### config.mk
export PLATFORM = sky130hd
export DESIGN_NAME = mem_access_unit
export DESIGN_NICKNAME = d
export VERILOG_FILES = /design/src/rtl/mem_access_pkg.sv /design/src/rtl/mem_lane_merge.sv /design/src/rtl/mem_access_unit.sv
export SDC_FILE = /design/constraint.sdc
export NUM_CORES = 1
export LEC_CHECK = 0
export ABC_AREA = 0
export CAP_MARGIN = 5
export CORE_ASPECT_RATIO = 0.9
export CORE_MARGIN = 2
export CORE_UTILIZATION = 30
export CTS_CLUSTER_DIAMETER = 50
export DETAILED_ROUTE_END_ITERATION = 16
export PLACE_DENSITY = 0.5
export SETUP_SLACK_MARGIN = 0.02
export SYNTH_ARGS = -nofsm -noshare
export SYNTH_HDL_FRONTEND = slang
export SYNTH_SLANG_ARGS = --single-unit
### constraint.sdc
create_clock -name clk50M -period 2.6 [get_ports clk50M]
set_input_delay 0.65 -clock clk50M [delete_from_list [all_inputs] [get_ports clk50M]]
set_output_delay 0.65 -clock clk50M [all_outputs]
set_load 0.02 [all_outputs]
### src/rtl/mem_access_pkg.sv
// Shared definitions for mem_access_unit: access size codes, FSM state encoding and
// request legality / address alignment helpers.
package mem_access_pkg;

  localparam logic [1:0] SZ_BYTE    = 2'd0;
  localparam logic [1:0] SZ_HALF    = 2'd1;
  localparam logic [1:0] SZ_WORD    = 2'd2;
  localparam logic [1:0] SZ_ILLEGAL = 2'd3;

  typedef enum logic [2:0] {
    ST_IDLE       = 3'd0,
    ST_RD_WAIT    = 3'd1,
    ST_WR_ASSERT  = 3'd2,
    ST_WR_RELEASE = 3'd3,
    ST_RESP       = 3'd4
  } mau_state_e;

  // A request is rejected when its size code is illegal or its address is not naturally aligned.
  function automatic logic req_bad(input logic [1:0] size, input logic [1:0] lane);
    logic bad;
    case (size)
      SZ_BYTE: bad = 1'b0;
      SZ_HALF: bad = lane[0];
      SZ_WORD: bad = (lane != 2'b00);
      default: bad = 1'b1;
    endcase
    return bad;
  endfunction

  function automatic logic [31:0] word_align(input logic [31:0] addr);
    return {addr[31:2], 2'b00};
  endfunction

endpackage

### src/rtl/mem_lane_merge.sv
// Little-endian lane handling: extract+extend a sub-word from a read word for loads,
// and replace only the addressed lane of a read word for sub-word stores.
module mem_lane_merge
  import mem_access_pkg::*;
(
  input  logic [1:0]  size,
  input  logic        is_signed,
  input  logic [1:0]  lane,
  input  logic [31:0] word,
  input  logic [31:0] wdata,
  output logic [31:0] load_data,
  output logic [31:0] merged_word
);

  logic [7:0]  byte_s;
  logic [15:0] half_s;

  // Lane selection and extension / merge for the current request size.
  always_comb begin
    byte_s      = 8'h00;
    half_s      = 16'h0000;
    load_data   = 32'h0000_0000;
    merged_word = word;
    case (lane)
      2'd0:    byte_s = word[7:0];
      2'd1:    byte_s = word[15:8];
      2'd2:    byte_s = word[23:16];
      2'd3:    byte_s = word[31:24];
      default: byte_s = 8'h00;
    endcase
    if (lane[1]) begin
      half_s = word[31:16];
    end else begin
      half_s = word[15:0];
    end
    case (size)
      SZ_BYTE: begin
        load_data = {{24{is_signed & byte_s[7]}}, byte_s};
        case (lane)
          2'd0:    merged_word[7:0]   = wdata[7:0];
          2'd1:    merged_word[15:8]  = wdata[7:0];
          2'd2:    merged_word[23:16] = wdata[7:0];
          2'd3:    merged_word[31:24] = wdata[7:0];
          default: merged_word        = word;
        endcase
      end
      SZ_HALF: begin
        load_data = {{16{is_signed & half_s[15]}}, half_s};
        if (lane[1]) begin
          merged_word[31:16] = wdata[15:0];
        end else begin
          merged_word[15:0] = wdata[15:0];
        end
      end
      SZ_WORD: begin
        load_data   = word;
        merged_word = wdata;
      end
      default: begin
        load_data   = 32'h0000_0000;
        merged_word = word;
      end
    endcase
  end

endmodule

### src/rtl/mem_access_unit.sv
// CPU-side initiator for phy_mem_ctrl: aligned word accesses, read-modify-write for sub-word
// stores, single-cycle is_write pulses. Optional busy timeout with MEM_ACCESS_TIMEOUT_EN.
module mem_access_unit
  import mem_access_pkg::*;
#(
  parameter int READ_SETTLE    = 1,
  parameter int TIMEOUT_CYCLES = 64
) (
  input  logic        clk50M,
  input  logic        rst,
  input  logic        req_valid,
  output logic        req_ready,
  input  logic        req_write,
  input  logic [1:0]  req_size,
  input  logic        req_signed,
  input  logic [31:0] req_addr,
  input  logic [31:0] req_wdata,
  output logic        resp_valid,
  output logic [31:0] resp_rdata,
  output logic        resp_err,
  output logic        phy_is_write,
  output logic [31:0] phy_addr,
  output logic [31:0] phy_wdata,
  input  logic [31:0] phy_rdata,
  input  logic        phy_busy
);

  // One extra hold cycle covers the registered address launch before the settle window starts.
  localparam int SETTLE_LIMIT = READ_SETTLE + 1;
  localparam int SCW          = $clog2(SETTLE_LIMIT + 1);
  localparam logic [SCW-1:0] SETTLE_MAX = SCW'(SETTLE_LIMIT);

  mau_state_e     state_r;
  logic [SCW-1:0] settle_cnt_r;
  logic           req_ready_r;
  logic           resp_valid_r;
  logic           resp_err_r;
  logic [31:0]    resp_rdata_r;
  logic           phy_is_write_r;
  logic [31:0]    phy_addr_r;
  logic [31:0]    phy_wdata_r;
  logic           write_r;
  logic [1:0]     size_r;
  logic           signed_r;
  logic [1:0]     lane_r;
  logic [31:0]    wdata_q_r;
  logic [31:0]    load_s;
  logic [31:0]    merged_s;
  logic           waiting_s;
  logic           timeout_s;

  assign req_ready    = req_ready_r;
  assign resp_valid   = resp_valid_r;
  assign resp_err     = resp_err_r;
  assign resp_rdata   = resp_rdata_r;
  assign phy_is_write = phy_is_write_r;
  assign phy_addr     = phy_addr_r;
  assign phy_wdata    = phy_wdata_r;

  assign waiting_s = (state_r == ST_RD_WAIT) || (state_r == ST_WR_ASSERT) ||
                     (state_r == ST_WR_RELEASE);

`ifdef MEM_ACCESS_TIMEOUT_EN
  localparam int TW = $clog2(TIMEOUT_CYCLES + 1);
  localparam logic [TW-1:0] TO_LAST = TW'(TIMEOUT_CYCLES - 1);
  logic [TW-1:0] to_cnt_r;

  assign timeout_s = waiting_s && phy_busy && (to_cnt_r == TO_LAST);

  // Consecutive-busy counter; any idle-bus cycle or leaving the wait states clears it.
  always_ff @(posedge clk50M or negedge rst) begin
    if (!rst) begin
      to_cnt_r <= '0;
    end else if (waiting_s && phy_busy) begin
      to_cnt_r <= to_cnt_r + TW'(1);
    end else begin
      to_cnt_r <= '0;
    end
  end
`else
  assign timeout_s = 1'b0;
`endif

  mem_lane_merge u_lane_merge (
    .size        (size_r),
    .is_signed   (signed_r),
    .lane        (lane_r),
    .word        (phy_rdata),
    .wdata       (wdata_q_r),
    .load_data   (load_s),
    .merged_word (merged_s)
  );

  // Access sequencer; every bus-facing and response output is a register of this block.
  always_ff @(posedge clk50M or negedge rst) begin
    if (!rst) begin
      state_r        <= ST_IDLE;
      settle_cnt_r   <= '0;
      req_ready_r    <= 1'b1;
      resp_valid_r   <= 1'b0;
      resp_err_r     <= 1'b0;
      resp_rdata_r   <= 32'h0000_0000;
      phy_is_write_r <= 1'b0;
      phy_addr_r     <= 32'h0000_0000;
      phy_wdata_r    <= 32'h0000_0000;
      write_r        <= 1'b0;
      size_r         <= SZ_BYTE;
      signed_r       <= 1'b0;
      lane_r         <= 2'b00;
      wdata_q_r      <= 32'h0000_0000;
    end else begin
      resp_valid_r <= 1'b0;
      case (state_r)
        ST_IDLE: begin
          if (req_valid) begin
            write_r      <= req_write;
            size_r       <= req_size;
            signed_r     <= req_signed;
            lane_r       <= req_addr[1:0];
            wdata_q_r    <= req_wdata;
            req_ready_r  <= 1'b0;
            resp_rdata_r <= 32'h0000_0000;
            resp_err_r   <= 1'b0;
            settle_cnt_r <= '0;
            if (req_bad(req_size, req_addr[1:0])) begin
              // Rejected requests never touch the bus.
              resp_valid_r <= 1'b1;
              resp_err_r   <= 1'b1;
              state_r      <= ST_RESP;
            end else if (!req_write || (req_size != SZ_WORD)) begin
              phy_addr_r <= word_align(req_addr);
              state_r    <= ST_RD_WAIT;
            end else begin
              phy_addr_r  <= word_align(req_addr);
              phy_wdata_r <= req_wdata;
              state_r     <= ST_WR_ASSERT;
            end
          end
        end
        ST_RD_WAIT: begin
          if (timeout_s) begin
            resp_valid_r <= 1'b1;
            resp_err_r   <= 1'b1;
            state_r      <= ST_RESP;
          end else if (settle_cnt_r < SETTLE_MAX) begin
            settle_cnt_r <= settle_cnt_r + SCW'(1);
          end else if (!phy_busy) begin
            if (write_r) begin
              phy_wdata_r <= merged_s;
              state_r     <= ST_WR_ASSERT;
            end else begin
              resp_rdata_r <= load_s;
              resp_valid_r <= 1'b1;
              state_r      <= ST_RESP;
            end
          end
        end
        ST_WR_ASSERT: begin
          if (phy_is_write_r) begin
            phy_is_write_r <= 1'b0;
            state_r        <= ST_WR_RELEASE;
          end else if (timeout_s) begin
            resp_valid_r <= 1'b1;
            resp_err_r   <= 1'b1;
            state_r      <= ST_RESP;
          end else if (!phy_busy) begin
            phy_is_write_r <= 1'b1;
          end
        end
        ST_WR_RELEASE: begin
          phy_is_write_r <= 1'b0;
          if (timeout_s) begin
            resp_valid_r <= 1'b1;
            resp_err_r   <= 1'b1;
            state_r      <= ST_RESP;
          end else if (!phy_busy) begin
            resp_valid_r <= 1'b1;
            state_r      <= ST_RESP;
          end
        end
        ST_RESP: begin
          // Park the bus on address 0 so no side-effect register is ever read while idle.
          phy_is_write_r <= 1'b0;
          phy_addr_r     <= 32'h0000_0000;
          phy_wdata_r    <= 32'h0000_0000;
          resp_err_r     <= 1'b0;
          resp_rdata_r   <= 32'h0000_0000;
          req_ready_r    <= 1'b1;
          state_r        <= ST_IDLE;
        end
        default: begin
          phy_is_write_r <= 1'b0;
          phy_addr_r     <= 32'h0000_0000;
          phy_wdata_r    <= 32'h0000_0000;
          resp_err_r     <= 1'b0;
          resp_rdata_r   <= 32'h0000_0000;
          req_ready_r    <= 1'b1;
          state_r        <= ST_IDLE;
        end
      endcase
    end
  end

endmodule

==> results of run 1 <==
==> state kept, by name, summed over array words and instances (netlist names), 2 cells and up <==
register,cells
size_r,2
phy_addr,30
phy_wdata,32
settle_cnt_r,2
lane_r,2
state_r,3
wdata_q_r,32
resp_rdata,32
==> how the worst max path moves through the flow <==
| stage | startpoint | to | cells past startpoint |
|---|---|---|---|
| 6_report | req_ready | req_ready | 1 |
| 3_3_place_gp | req_valid | phy_wdata[7] | 7 |
| 5_1_grt | size_r[0] | phy_wdata[28] | 5 |
| 3_5_place_dp | req_valid | phy_wdata[0] | 7 |
| 2_1_floorplan | phy_busy | resp_rdata[19] | 7 |
| 4_1_cts | req_ready | req_ready | 1 |
==> Yosys cell counts (2+ instances only) <==
master / instances
o21ai_0: 22
mux4_2: 8
nor2_1: 33
a22oi_1: 28
buf_2: 19
inv_1: 3
mux2_2: 17
nor2b_1: 5
a31oi_1: 8
nand3b_1: 9
and2_1: 2
buf_4: 6
nand2b_1: 5
clkbuf_1: 39
a211oi_1: 2
a22o_1: 16
dfrtp_1: 140
mux2i_1: 32
a21o_1: 2
nand3_1: 46
o22ai_1: 8
o21ba_2: 2
o22a_1: 8
a32oi_1: 15
a22oi_2: 10
nor3_1: 6
buf_1: 5
o211ai_1: 24
nand2_1: 283
buf_6: 2
a21oi_1: 37
==> per-layer routing <==
metal / share of wire, % / up-vias / track usage (%) / routed length, um
li1: - / 3428 / - / -
met4: 0.69 / 2 / 4.029 / 191
met2: 43 / 286 / 29.97 / 11830
met1: 49 / 3516 / 30.31 / 13460
met3: 7.4 / 16 / 5.409 / 2051
met5: 0.047 / - / 0 / 13
==> through the flow <==
step	hold WS (ps)	area [um2]	instances
global route	176.2	10830	1417
global placement	447.9	10240	1385
detailed placement	454.1	10240	1385
floorplan	354.4	7671	866
finish	147.1	10830	1417
CTS	161.1	10830	1417
==> cells by family after synthesis <==
| family | count (synthesis) | share of synthesized area [%] |
|---|---|---|
| AND/OR/NAND/NOR | 400 | 22.29 |
| other | 1 | 0.04891 |
| flip-flops | 141 | 46.03 |
| buffers and inverters | 75 | 4.618 |
| multiplexers | 57 | 9.024 |
| AO/OA/AOI/OAI | 191 | 17.98 |
==> power by group through the flow <==
stage	sequential [W]	combinational (W)	clock, W
final	0.00383	0.00701	0.00248
after global routing	0.00393	0.00765	0.00261
after CTS	0.00383	0.00704	0.00253
after detailed placement	0.00385	0.00701	0
after global placement	0.00384	0.00699	0
after floorplan	0.00416	0.00391	0
==> layout make-up <==
cell class	instances	area (um2)
clock inverter	14	145.1
inverter	3	11.26
multi-input combinational	650	3814
timing repair buffer	249	2461
fill	2459	14290
clock buffer	18	439.2
tap	342	427.9
sequential	141	3531
==> worst register-to-register path: cells and delay by family, from the launching register on <==
family | cells | cell delay (ps)
flops | 1 | 500
compound gates | 4 | 790
simple gates | 1 | 860
==> flow_metrics.tcl, run 1 <==
set metrics [dict create \
    rr_startpoint "size_r[0]" \
    hold_viol 0 \
    grt_pass1_wl_um 42500 \
    globalplace.congestion 0.8353 \
    first_global_vias 7088 \
    p_sw_share_pct 44.51 \
    first_pass_iters 5 \
    powerDensity_nw_per_um2 1230 \
    clkPwrFrac_pct 18.6 \
    drt_first_iter_violations 579 \
    synth_edf_count 0 \
    critPathKind "flip-flop to output port" \
    routedWlPerCell_um 19.43 \
    irDropWorstVdd_mv 0.5881 \
    postCtsSetupBuffers 0 \
    synth-main-ff-cell "dfrtp_1" \
    min_period_over_period_pct 86.12 \
    hpwlAfterDp_um 19880 \
    crit_family "buffers and inverters" \
    r2r_setup_slack_ps 380 \
    drive_gt1_share_pct 12.00 \
    tns_ps 0 \
    final_util_pct 43.11 \
    io_buffer_count 201 \
    synth_area_um2 7667 \
    drc_errors 0 \
    crit_buf_inv 1 \
    drv_cap 0 \
    area_delta_synth_final_pct 41.24 \
    final_cell_mix "nand2_1, clkdlybuf4s50_1, dfrtp_1" \
    synth.top_cell.area_share_pct 45.69 \
    synth-seq-cells 141 \
    ctsResizeCount 0 \
    yosysSeqAreaShare_pct 46.03 \
    synth_area_leaders "dfrtp_1, nand2_1, mux2i_1" \
    synthArstFlopShare_pct 100.0 \
    die_w_um 172.5 \
    power_frac_seq_pct 28.8 \
    comb_power_share_pct 52.6 \
    crit_chain "clkdlybuf4s50_1" \
    clockBufferDepth 2 \
    slew_headroom_pct 30.83 \
    crit_required_ps 1950 \
    worst_pin_slew_ps 1035 \
    arrival_ps 1590 \
    r2r-end "phy_wdata[27]" \
    finalSetupViolCount 0 \
    power.switching_w 0.005926 \
    clkLatencyLatePin_ps 440 \
    ioPinCount 204 \
    die-height_um 155.7 \
    layout_min_cycle_time_ps 2239 \
    core_um2 25120 \
    final_common_cell "nand2_1" \
    max_freq_ghz 0.4466 \
    vias 7248 \
    critPathLaunchType "flip-flop" \
    status "completed" \
    setup_ws_ps 360.8 \
    cp_slowest_cell "clkdlybuf4s50_1" \
    cts-buffers-inserted 17 \
    synth_cells 865 \
    clockRootBuffer "clkbuf_16" \
    p_int_w 0.007389 \
    grt_overflow 0 \
    grt_max_degree 48 \
    rsz0062_at_grt "no" \
    rows 55 \
    htreeDepth 4 \
    clk_pin_slew_ps 80 \
    start_util_pct 30.53 \
    power_w 0.01332 \
    grt.total_usage_pct 20.49 \
    maxSlewViolCount 0 \
    min_path_type "primary input to async pin" \
    cp-end-kind "output port" \
    routed_via_density 5.115 \
    ctsHoldBuffers 0 \
    worstPathMaxFanout 2 \
    die_area_um2 26850 \
    cts_sinks 141 \
    antenna_found_initial 1 \
    nets 1166 \
    cts_tree "built" \
    drt_wl_total_um 27540 \
    rr_worst_depth 5 \
    dp_slack_ps 58.63 \
    ys_warn_count 0 \
    synth_top_area_cell "dfrtp_1" \
    p_leak_nw 4.825 \
    finClkSkew_ps 14.45 \
    cp_slowest_stage_delay_ps 630 \
    diodes 0 \
    drtAntennaViolNets 0 \
    yosysUniqueCellTypes 54 \
    syn_avg_cell_area_um2 8.864 \
]
(Power assumes the default switching activity.)
==> run 2, diff against run 1 <==
SKIP_LAST_GASP = 1   (was default)
==> results of run 2 <==
Same layout as run 1: the final DEF is identical, and so are final timing and power.
==> run 3, diff against run 2 <==
CORE_ASPECT_RATIO = default   (was 0.9)
==> flow_metrics.tcl, run 3 (same netlist as run 1, synthesis figures left out) <==
set metrics [dict create \
    rsz0062_at_grt "no" \
    grt_max_degree 56 \
    grt.total_usage_pct 20.54 \
    clk_pin_slew_ps 60 \
    tns_ps 0 \
    slew_headroom_pct 28.44 \
    arrival_ps 1600 \
    grt_pass1_wl_um 42260 \
    critPathLaunchType "flip-flop" \
    min_period_over_period_pct 86.41 \
    drv_cap 0 \
    rows 58 \
    crit_chain "clkdlybuf4s50_1" \
    area_delta_synth_final_pct 40.57 \
    start_util_pct 30.54 \
    crit_required_ps 1950 \
    status "completed" \
    worstPathMaxFanout 2 \
    die_area_um2 26850 \
    placed_cells 1364 \
    crit_family "buffers and inverters" \
    powerDensity_nw_per_um2 1238 \
    final_cell_mix "nand2_1, clkdlybuf4s50_1, dfrtp_1" \
    clkLatencyLatePin_ps 430 \
    nets 1157 \
    io_buffer_count 201 \
    cp_slowest_stage_delay_ps 640 \
    drtAntennaViolNets 0 \
    irDropWorstVdd_mv 0.4732 \
    ctsResizeCount 0 \
    min_path_type "primary input to async pin" \
    hold_viol 0 \
    diodes 0 \
    drt_first_iter_violations 421 \
    cts_sinks 141 \
    drt_wl_total_um 27170 \
    maxSlewViolCount 0 \
    p_sw_share_pct 43.48 \
    clockBufferDepth 2 \
    final_common_cell "nand2_1" \
    antenna_found_initial 0 \
    core_um2 25110 \
    critPathKind "flip-flop to output port" \
    clkPwrFrac_pct 19.0 \
    hpwlAfterDp_um 19620 \
    clockRootBuffer "clkbuf_16" \
    max_freq_ghz 0.4451 \
    ioPinCount 204 \
    grt_overflow 0 \
    vias 7163 \
    postCtsSetupBuffers 0 \
    ctsHoldBuffers 0 \
    p_int_w 0.007540 \
    stdcell_count 1395 \
    first_global_vias 7126 \
    globalplace.congestion 0.8645 \
    p_leak_nw 4.796 \
    power_frac_seq_pct 28.7 \
    comb_power_share_pct 52.3 \
    die_w_um 163.9 \
    htreeDepth 4 \
    routed_via_density 5.135 \
    cp-end-kind "output port" \
    finClkSkew_ps 13.63 \
    first_pass_iters 7 \
    crit_buf_inv 1 \
    cts_tree "built" \
    drc_errors 0 \
    drive_gt1_share_pct 11.17 \
    worst_pin_slew_ps 1071 \
    layout_min_cycle_time_ps 2247 \
    finalSetupViolCount 0 \
    cts-buffers-inserted 17 \
    cp_slowest_cell "clkdlybuf4s50_1" \
    power_w 0.01334 \
    routedWlPerCell_um 19.48 \
    die-height_um 163.9 \
    power.switching_w 0.005800 \
]
## run 3: per-stage QoR
stage | hold WS [ps] | worst slack [ps] | cell area (um2) | util [%]
2_1_floorplan | 354.4 | 486.9 | 7671 | -
3_3_place_gp | 448.3 | 41.51 | 10170 | 40.52
3_5_place_dp | 454.9 | 25.62 | 10170 | 40.52
4_1_cts | 132.4 | 319.1 | 10780 | 42.92
5_1_grt | 138.5 | 264.9 | 10780 | 42.92
6_report | 124.5 | 353.3 | 10780 | 42.92
## run 3: worst paths after layout
| kind | endpoint | from | depth (start not counted) | slack (ps) |
|---|---|---|---|---|
| setup reg to reg | phy_wdata[26] | size_r[0] | 5 | 440 |
| hold / removal | phy_wdata[11] | rst | 1 | 120 |
| min in group clk50M | phy_addr[5] | phy_addr[5] | 2 | 460 |
| setup / recovery | req_ready | req_ready | 1 | 350 |
| hold reg to reg | phy_addr[5] | phy_addr[5] | 2 | 460 |
| max in group asynchronous | size_r[0] | rst | 2 | 1840 |
## run 3: layout make-up
class / count / area [um2]
clock buffer: 18 / 439.2
clock inverter: 13 / 163.9
fill: 2552 / 14330
inverter: 3 / 11.26
multi-input combinational: 650 / 3814
sequential: 141 / 3531
tap: 330 / 412.9
timing repair buffer: 240 / 2406
## run 3: layer usage
metal | global-route usage, % | vias to the layer above | share of wire (%)
li1 | - | 3409 | -
met1 | 29.01 | 3501 | 47
met2 | 31.47 | 230 | 45
met3 | 5.505 | 23 | 7.4
met4 | 4.625 | 0 | 1.1
met5 | 0 | - | 0
## run 3: power by group through the flow
stage | Combinational (W) | Sequential [W] | Clock [W]
floorplan | 0.00391 | 0.00416 | 0
global placement | 0.00697 | 0.00386 | 0
detailed placement | 0.00698 | 0.00386 | 0
CTS | 0.00702 | 0.00384 | 0.00259
global route | 0.00766 | 0.00394 | 0.00267
finish | 0.00697 | 0.00383 | 0.00254
